--- config.mk ---
export PLATFORM = sky130hd
export DESIGN_NAME = crc10_frame_gen
export DESIGN_NICKNAME = d
export VERILOG_FILES = /design/src/rtl/crc10_frame_gen.sv
export SDC_FILE = /design/constraint.sdc
export NUM_CORES = 1
export LEC_CHECK = 0
export BUFFER_PORTS_ARGS = -buffer_cell sky130_fd_sc_hd__buf_2
export CORE_AREA = 2 2 132 134
export CTS_CLUSTER_SIZE = 14
export DETAILED_ROUTE_END_ITERATION = 16
export DIE_AREA = 0 0 134 136
export HOLD_SLACK_MARGIN = 0.02
export PLACE_DENSITY = 0.75
export SKIP_LAST_GASP = 1
export SLEW_MARGIN = 20
export SYNTH_ARGS = -nofsm -noshare
export SYNTH_HDL_FRONTEND = slang
export SYNTH_SLANG_ARGS = --single-unit
export TNS_END_PERCENT = 1
--- constraint.sdc ---
create_clock -name clk_390p625M -period 9.8 [get_ports clk_390p625M]
set_clock_uncertainty 0.15 [all_clocks]
set_input_delay 0.49 -clock clk_390p625M [delete_from_list [all_inputs] [get_ports clk_390p625M]]
set_output_delay 0.49 -clock clk_390p625M [all_outputs]
set_load 0.005 [all_outputs]
--- src/rtl/crc10_frame_gen.sv ---
`default_nettype none
// ============================================================================
// Module      : crc10_frame_gen
// Description : CRC10 framer for a 62-bit payload stream. A frame is 26
//               accepted beats. The beat is split into four groups:
//                 g1 = [61:47] (15b)   g2 = [46:32] (15b)
//                 g3 = [31:16] (16b)   g4 = [15:0]  (16b)
//               Each group feeds its own CRC10 block:
//                 block1 = g1 over beats 0..25         (390b)
//                 block2 = g2 over beats 0..24 + 3b    (378b)
//                 block3 = g3 over beats 0..24         (400b)
//                 block4 = g4 over beats 0..24         (400b)
//               Beats 0..24 pass through unchanged. Beat 25 carries g1, the
//               last 3 bits of block2, the four CRCs and the TAIL bits.
//               The CRC is MSB first, init 0, no reflection, no final XOR.
//
// Parameters  : POLY  - CRC10 generator polynomial, x^10 term implicit
//               TAIL  - 4 bits placed in the LSBs of the tail beat
//
// Ports       : clk_390p625M     in   1   clock, rising edge
//               rst              in   1   asynchronous active-high reset
//               in_sof           in   1   start of frame, qualified by in_valid
//               in_valid         in   1   payload beat valid
//               in_data          in  62   payload beat
//               err_inject       in   1   (CRC10_ERR_INJECT_EN only) flips
//                                         crc4 bit 0 on the tail beat output
//               crc10_en         out  1   output beat valid
//               crc10_data_out   out 62   framed beat
//               frame_tail_flag  out  1   marks the tail beat
//               frame_cnt        out 23   completed frames, saturating
//
// Build macro : CRC10_ERR_INJECT_EN adds the err_inject port.
//
// Revision    : 1.0 - initial release
// ============================================================================
module crc10_frame_gen #(
  parameter logic [9:0] POLY = 10'b1000110011,
  parameter logic [3:0] TAIL = 4'b0000
) (
  input  logic        clk_390p625M,
  input  logic        rst,
  input  logic        in_sof,
  input  logic        in_valid,
  input  logic [61:0] in_data,
`ifdef CRC10_ERR_INJECT_EN
  input  logic        err_inject,
`endif
  output logic        crc10_en,
  output logic [61:0] crc10_data_out,
  output logic        frame_tail_flag,
  output logic [22:0] frame_cnt
);

  localparam logic [4:0]  c_last_beat = 5'd25;
  localparam logic [22:0] c_cnt_max   = 23'h7FFFFF;

  // Serial CRC update over the low nbits of data, MSB first.
  function automatic logic [9:0] crc_upd(input logic [9:0] crc,
                                         input logic [15:0] data,
                                         input int nbits);
    logic [9:0] c;
    logic       fb;
    c = crc;
    for (int i = 15; i >= 0; i--) begin
      if (i < nbits) begin
        fb = c[9] ^ data[i];
        c  = {c[8:0], 1'b0} ^ (fb ? POLY : 10'd0);
      end
    end
    return c;
  endfunction

  logic [4:0]  cnt_q, cnt_d;
  logic [9:0]  crc1_q, crc1_d;
  logic [9:0]  crc2_q, crc2_d;
  logic [9:0]  crc3_q, crc3_d;
  logic [9:0]  crc4_q, crc4_d;
  logic        en_q, en_d;
  logic        tail_q, tail_d;
  logic [61:0] data_q, data_d;
  logic [22:0] frame_cnt_q, frame_cnt_d;

  logic [4:0]  w_beat;
  logic        w_is_tail;
  logic [9:0]  w_base1, w_base2, w_base3, w_base4;
  logic [9:0]  w_crc1_nxt, w_crc2_nxt, w_crc3_nxt, w_crc4_nxt;
  logic [9:0]  w_inj;

`ifdef CRC10_ERR_INJECT_EN
  assign w_inj = {9'd0, err_inject};
`else
  assign w_inj = 10'd0;
`endif

  // A start-of-frame beat is beat 0 with fresh CRCs, whatever the counter
  // says; this is also what aborts a partial frame.
  assign w_beat    = in_sof ? 5'd0 : cnt_q;
  assign w_is_tail = (w_beat == c_last_beat);
  assign w_base1   = in_sof ? 10'd0 : crc1_q;
  assign w_base2   = in_sof ? 10'd0 : crc2_q;
  assign w_base3   = in_sof ? 10'd0 : crc3_q;
  assign w_base4   = in_sof ? 10'd0 : crc4_q;

  // Block2 takes only 3 bits (in_data[46:44]) on the tail beat.
  assign w_crc1_nxt = crc_upd(w_base1, {1'b0, in_data[61:47]}, 15);
  assign w_crc2_nxt = w_is_tail ? crc_upd(w_base2, {13'd0, in_data[46:44]}, 3)
                                : crc_upd(w_base2, {1'b0, in_data[46:32]}, 15);
  assign w_crc3_nxt = crc_upd(w_base3, in_data[31:16], 16);
  assign w_crc4_nxt = crc_upd(w_base4, in_data[15:0], 16);

  always_comb begin
    cnt_d       = cnt_q;
    crc1_d      = crc1_q;
    crc2_d      = crc2_q;
    crc3_d      = crc3_q;
    crc4_d      = crc4_q;
    en_d        = in_valid;
    tail_d      = 1'b0;
    data_d      = data_q;
    frame_cnt_d = frame_cnt_q;
    if (in_valid) begin
      if (w_is_tail) begin
        // Tail layout flattens to {g1, g2[14:12], crc1, crc2, crc3, crc4, TAIL}.
        // crc3/crc4 are already complete (blocks 3 and 4 end at beat 24).
        data_d      = {in_data[61:44], w_crc1_nxt, w_crc2_nxt,
                       crc3_q, crc4_q ^ w_inj, TAIL};
        tail_d      = 1'b1;
        cnt_d       = 5'd0;
        crc1_d      = 10'd0;
        crc2_d      = 10'd0;
        crc3_d      = 10'd0;
        crc4_d      = 10'd0;
        frame_cnt_d = (frame_cnt_q == c_cnt_max) ? frame_cnt_q
                                                 : frame_cnt_q + 23'd1;
      end else begin
        data_d = in_data;
        cnt_d  = w_beat + 5'd1;
        crc1_d = w_crc1_nxt;
        crc2_d = w_crc2_nxt;
        crc3_d = w_crc3_nxt;
        crc4_d = w_crc4_nxt;
      end
    end
  end

  always_ff @(posedge clk_390p625M or posedge rst) begin
    if (rst) begin
      cnt_q       <= 5'd0;
      crc1_q      <= 10'd0;
      crc2_q      <= 10'd0;
      crc3_q      <= 10'd0;
      crc4_q      <= 10'd0;
      en_q        <= 1'b0;
      tail_q      <= 1'b0;
      data_q      <= 62'd0;
      frame_cnt_q <= 23'd0;
    end else begin
      cnt_q       <= cnt_d;
      crc1_q      <= crc1_d;
      crc2_q      <= crc2_d;
      crc3_q      <= crc3_d;
      crc4_q      <= crc4_d;
      en_q        <= en_d;
      tail_q      <= tail_d;
      data_q      <= data_d;
      frame_cnt_q <= frame_cnt_d;
    end
  end

  assign crc10_en        = en_q;
  assign crc10_data_out  = data_q;
  assign frame_tail_flag = tail_q;
  assign frame_cnt       = frame_cnt_q;

endmodule
`default_nettype wire
==> flow_summary.json, run 1 <==
{
  "outcome": "finished clean",
  "root_buffer": "clkbuf_16",
  "synth_cell_types": 46,
  "post-place-cells": 1084,
  "rows": 48,
  "core_sq_um": 16880,
  "worst_hold_slack_ps": 176.0,
  "synth_area_sq_um": 7731,
  "cts_buffers": 17,
  "drt_first_iter_violations": 343,
  "vias_per_cell": 5.080,
  "ios": 153,
  "worst-setup-path-type": "input pin to flip-flop",
  "h-tree-depth": 4,
  "min_period_ps": 3109,
  "power.density_nw_per_um2": 305.9,
  "max_clock_freq_mhz": 321.7,
  "clk_pin_slew_ps": 60,
  "hp-start": "in_valid",
  "yosys.area.top_type": "dfrtp_1",
  "drt_wl_total_microns": 18650,
  "area_growth_pct": 20.10,
  "hp-class": "input pin to flip-flop",
  "cp_slowest_stage_delay_ps": 610,
  "cp_max_fo": 50,
  "post_cts_resized": 0,
  "setup-violations-final": 0,
  "cp.required_ps": 9960,
  "fin_util": 0.5502,
  "post_cts_buffers": 0,
  "yosysSeqAreaShare": 0.4273,
  "antenna_left": 0,
  "grt_usage": 0.2123,
  "grt_pass1_wl_microns": 30000,
  "cts_tree": "done",
  "routabilityCongestion": 0.8216,
  "diodes": 0,
  "grt_max_degree": 89,
  "setup_slack_ps": 6691,
  "synthCells": 736,
  "grt_overflow": 0,
  "die_height_microns": 136,
  "grt-busiest-layer": "met2",
  "drive_gt1_frac": 0.2567,
  "ys_ff_latch": 132,
  "fin_cells": 1117,
  "remaining_drc_errors": 0,
  "wire_per_inst_microns": 16.70,
  "pre_cts_slack_ps": 6306,
  "hold_viol": 0,
  "rr_startpoint": "cnt_q[0]",
  "grt_util_met3": 0.06637,
  "fin_nets": 948,
  "synth_area_leaders": "dfrtp_1 43%, xnor2_1 19%, xnor3_1 3.8%, xor2_1 3.7%, mux2_2 3.6%",
  "grt_pass1_vias": 5802,
  "synth_top_flop_cell": "dfrtp_1",
  "maxCapViolCount": 0,
  "syn_nets": 805,
  "hpwlAfterDp_microns": 13200,
  "worst_slew_pin_slew_ps": 966.0,
  "tns_ps": 0,
  "synth-edff-count": 0,
  "yosys_warnings": 0,
  "worstSetupEndpointType": "flip-flop",
  "start_util": 0.4581,
  "drtPass1Iterations": 4,
  "rsz0062_at_grt": "no",
  "dieArea_sq_um": 18220,
  "ctsLongestPathBuffers": 2,
  "synth_top_area_share": 0.4273,
  "synth_area_per_cell_sq_um": 10.50,
  "grt_util_met1": 0.2587,
  "antenna_found_initial": 1,
  "maxSlewViolCount": 0,
  "post-synth-top-count-cell": "xnor2_1",
  "clk_latency_ps": 420,
  "port_buffers": 152,
  "cp-start-kind": "input pin",
  "cp-startpoint": "in_sof",
  "max-vdd-ir-drop_uv": 181.6,
  "vias": 5674,
  "static-leakage-power_uw": 0.004154,
  "hold_buffers": 1,
  "gr-usage-met2": 0.3647,
  "worstPathArrival_ps": 3270,
  "post-route-period-util": 0.3172,
  "fp.dieW_microns": 134,
  "cpMaxStageDelayCell": "nor3_2",
  "yosys-top-cells-count": "164 x xnor2_1, 132 x dfrtp_1, 74 x nand2_1",
  "maxSlewHeadroom": 0.3560,
  "ys_async_sr_fraction": 1.000,
  "clock-sinks": 132,
  "path_cells": "buf_2 -> buf_4 -> inv_2 -> nand2_1 -> ha_1 -> nor4bb_1 -> and2_1 -> o311ai_1 -> nor3_2 -> nand3_1 -> xnor2_1"
}
per-stage QoR:
stage | instance area, sq um | power (uW)
2_1_floorplan | 7731 | 1904
3_3_place_gp | 8640 | 2136
3_5_place_dp | 8640 | 2156
4_1_cts | 9285 | 2859
5_1_grt | 9285 | 3027
6_report | 9285 | 2840
metal layers:
metal | vias up | wire (microns)
met3 | 23 | 1211
li1 | 2759 | -
met5 | - | 13
met4 | 2 | 239
met1 | 2742 | 8073
met2 | 148 | 9112
state kept, by name, summed over array words and instances (netlist names):
name             cells
crc2_q              10
frame_cnt           23
crc1_q              10
cnt_q                5
crc10_en             1
frame_tail_flag      1
crc10_data_out      62
crc4_q              10
crc3_q              10
where the power goes:
part / switching (uW) / leakage [uW] / internal [uW] / total [uW]
Combinational: 645 / 0.00224 / 729 / 1370
Sequential: 114 / 0.00161 / 665 / 779
Clock: 248 / 0.000302 / 439 / 687
cell usage in the layout (no fill, tap or decap), types with 13 or more instances in the layout:
| cell | count |
|---|---|
| nor2b_1 | 15 |
| buf_2 | 151 |
| nand2_1 | 74 |
| a22o_1 | 19 |
| clkbuf_16 | 17 |
| a31oi_1 | 22 |
| nand3_1 | 17 |
| mux2_2 | 25 |
| xnor3_1 | 13 |
| a21oi_1 | 16 |
| o2bb2ai_1 | 21 |
| nor2_1 | 68 |
| xor2_1 | 33 |
| dfrtp_1 | 132 |
| xnor2_1 | 164 |
cell families (layout without fill, tap and decap cells):
family | after synthesis | count (layout) | share of synthesized area
simple gates | 201 | 201 | 0.1147
fa+ha+maj | 3 | 3 | 0.004856
mux | 28 | 28 | 0.04030
flops | 132 | 132 | 0.4273
buf+inv | 49 | 205 | 0.03140
xor+xnor | 221 | 221 | 0.2871
compound gates | 102 | 102 | 0.09435
critical path: cells and delay by family:
kind	cells	cell delay, ps
xor gates and xnor gates	1	160
and+or+nand+nor	5	1510
AOI/OAI and AO/OA	1	220
adders and majority gates	1	140
buffers and inverters	3	740
cell type report:
cell class | count | area, sq um
Tap cell | 225 | 281.5
Inverter | 13 | 53.80
Timing Repair Buffer | 160 | 825.8
Clock buffer | 20 | 456.7
Fill cell | 1535 | 7591
Sequential cell | 132 | 3303
Multi-Input combinational cell | 555 | 4185
Clock inverter | 12 | 178.9
path summary, 6_finish.rpt:
check                                          end  slack (ps)  cells past startpoint
worst max-delay path                 frame_cnt[19]        6690                     11
worst min-delay path                      crc10_en         180                      1
worst max register to register       frame_cnt[19]        7000                      8
worst min register to register  crc10_data_out[34]         330                      1
max in group asynchronous       crc10_data_out[49]        7620                      4
min in group asynchronous       crc10_data_out[44]         510                      3
No activity file was read; power rests on OpenSTA's default activity.
==> run 2: changes to the inputs <==
- PLACE_DENSITY: 0.75 -> 0.77
- clock period: 9.8 -> 2.7 ns (I/O delays scaled with it)
==> run 2 against run 1 <==
Compared with the run above: sequential cell count unchanged; worst hold slack got worse by 86 ps; cell area is 8.9% higher; highest routed layer is now met4; clock power rose to 3.9 times the previous value; core utilization increased by 4.9 points; critical path depth fell by 2; combinational power rose to 3.7 times the previous value; largest cell class unchanged; count of clock-buffer cells in the layout shrank 2; via count increased by 4.9%; non-clock buffer count grew 77.
==> flow_summary.json, run 2 (same netlist as run 1, synthesis figures left out) <==
{
  "cpMaxStageDelayCell": "dfrtp_1",
  "fp.dieW_microns": 134,
  "cts_tree": "done",
  "drtPass1Iterations": 4,
  "grt_usage": 0.2259,
  "max-vdd-ir-drop_uv": 586.6,
  "worstPathArrival_ps": 2690,
  "ctsLongestPathBuffers": 2,
  "worst_slew_pin_slew_ps": 757.7,
  "hp-class": "input pin to flip-flop",
  "power.density_nw_per_um2": 1047,
  "path_cells": "nor2b_1 -> ha_1 -> nor4bb_1 -> and2_1 -> nand2_1 -> nor4_1 -> buf_4 -> nand3_1 -> xnor2_1",
  "power_frac_clock": 0.250,
  "cp_slowest_stage_delay_ps": 360,
  "area_growth_pct": 30.75,
  "totalPowerFinal_uw": 10590,
  "antenna_found_initial": 0,
  "ios": 153,
  "switchingPower_uw": 3690,
  "maxSlewHeadroom": 0.4943,
  "port_buffers": 152,
  "grt_pass1_wl_microns": 31900,
  "start_util": 0.4581,
  "die_height_microns": 136,
  "setup-violations-final": 0,
  "cp.required_ps": 2860,
  "largest_reg_flops": 62,
  "cp_max_fo": 6,
  "vias_per_cell": 4.983,
  "mostFrequentLayoutCell": "xnor2_1",
  "final_cell_mix": "164 x xnor2_1, 151 x buf_2, 132 x dfrtp_1",
  "vias": 5950,
  "swShare": 0.3486,
  "maxSlewViolCount": 0,
  "grt_overflow": 0,
  "wire_per_inst_microns": 16.44,
  "fin_cells": 1194,
  "hpwlAfterDp_microns": 13670,
  "combPwrFrac": 0.483,
  "clock-sinks": 132,
  "min_period_ps": 2531,
  "hold_viol": 0,
  "cp-start-kind": "flip-flop",
  "clk_pin_slew_ps": 60,
  "drive_gt1_frac": 0.2508,
  "cp_top_family": "simple AND/OR/NAND/NOR gates",
  "clk_latency_ps": 430,
  "post-place-cells": 1097,
  "routabilityCongestion": 0.8855,
  "rsz0062_at_grt": "no",
  "h-tree-depth": 4,
  "drt_first_iter_violations": 316,
  "post-route-period-util": 0.9376,
  "static-leakage-power_uw": 0.004523,
  "worst-setup-path-type": "flip-flop to flip-flop",
  "p_int_uw": 6895,
  "dieArea_sq_um": 18220,
  "drt_wl_total_microns": 19630,
  "max_clock_freq_mhz": 395.0,
  "grt_max_degree": 74,
  "core_sq_um": 16880,
  "remaining_drc_errors": 0,
  "worstSetupEndpointType": "flip-flop",
  "diodes": 0,
  "fin_nets": 1025,
  "root_buffer": "clkbuf_16",
  "outcome": "finished clean",
  "maxCapViolCount": 0,
  "grt_pass1_vias": 6220,
  "rows": 48,
  "cts_buffers": 17,
  "pwr-share-seq": 0.267,
  "worst-path-buf-inv": 1,
  "antenna_left": 0
}
[run 2: cell types whose count changed in the layout (fill, tap and decap cells not counted), moves of 2 or more]
cell,previous run,this run
buf_12,0,4
buf_4,8,17
bufinv_16,4,6
dlygate4sd3_1,1,65
clkinv_2,2,4
[run 2: area by class of cell]
class                           instances  area [sq um]
Timing Repair Buffer                  237          1614
Tap cell                              225         281.5
Fill cell                            1383          6768
Clock inverter                         14         232.7
Inverter                               13         52.55
Clock buffer                           18         439.2
Multi-Input combinational cell        555          4185
Sequential cell                       132          3303
[run 2: metrics by stage]
| step | hold WS [ps] | setup TNS (ps) | area, sq um | util | worst slack, ps |
|---|---|---|---|---|---|
| floorplan | 16.43 | -2439 | 7735 | - | -240.4 |
| global placement | 135.6 | 0 | 8786 | 0.5206 | 210.6 |
| detailed placement | 129.7 | 0 | 8786 | 0.5206 | 135.4 |
| CTS | 74.59 | 0 | 10110 | 0.5990 | 176.9 |
| global route | 71.65 | 0 | 10110 | 0.5990 | 40.00 |
| finish | 89.88 | 0 | 10110 | 0.5990 | 168.6 |
[run 2: tightest hold or removal path, stage by stage]
cell and delay [ps]:
buf_2 140, o21ai_0 100, a21oi_1 150, a21o_1 100
[run 2: power groups by stage]
| stage | Sequential, uW | Combinational (uW) | Clock [uW] |
|---|---|---|---|
| after floorplan | 2740 | 4170 | 0 |
| after global placement | 2850 | 4880 | 0 |
| after detailed placement | 2850 | 5000 | 0 |
| after CTS | 2820 | 5110 | 2680 |
| after global routing | 2880 | 5570 | 2770 |
| final | 2830 | 5110 | 2650 |
[run 2: worst paths after layout]
| check | cells after the start | slack, ps | start | endpoint |
|---|---|---|---|---|
| setup / recovery | 9 | 170 | cnt_q[0] | frame_cnt[12] |
| hold / removal | 4 | 90 | in_data[34] | crc10_data_out[34] |
| setup reg to reg | 9 | 170 | cnt_q[0] | frame_cnt[12] |
| hold reg to reg | 1 | 330 | crc10_data_out[34] | crc10_data_out[34] |
| max in group asynchronous | 4 | 1470 | rst | crc10_data_out[11] |
| min in group asynchronous | 3 | 220 | rst | crc10_data_out[50] |
[run 2: per-layer routing]
metal | GRT usage | share of wire
met1 | 0.2807 | 0.44
met4 | 0.06678 | 0.012
met5 | 0 | 0
met3 | 0.06003 | 0.057
met2 | 0.3875 | 0.49
[run 2: timing repair]
item                      CTS  global route
setup buffers               0             0
hold buffers               65             0
resized for setup           0             0
hold endpoints to repair   89             0
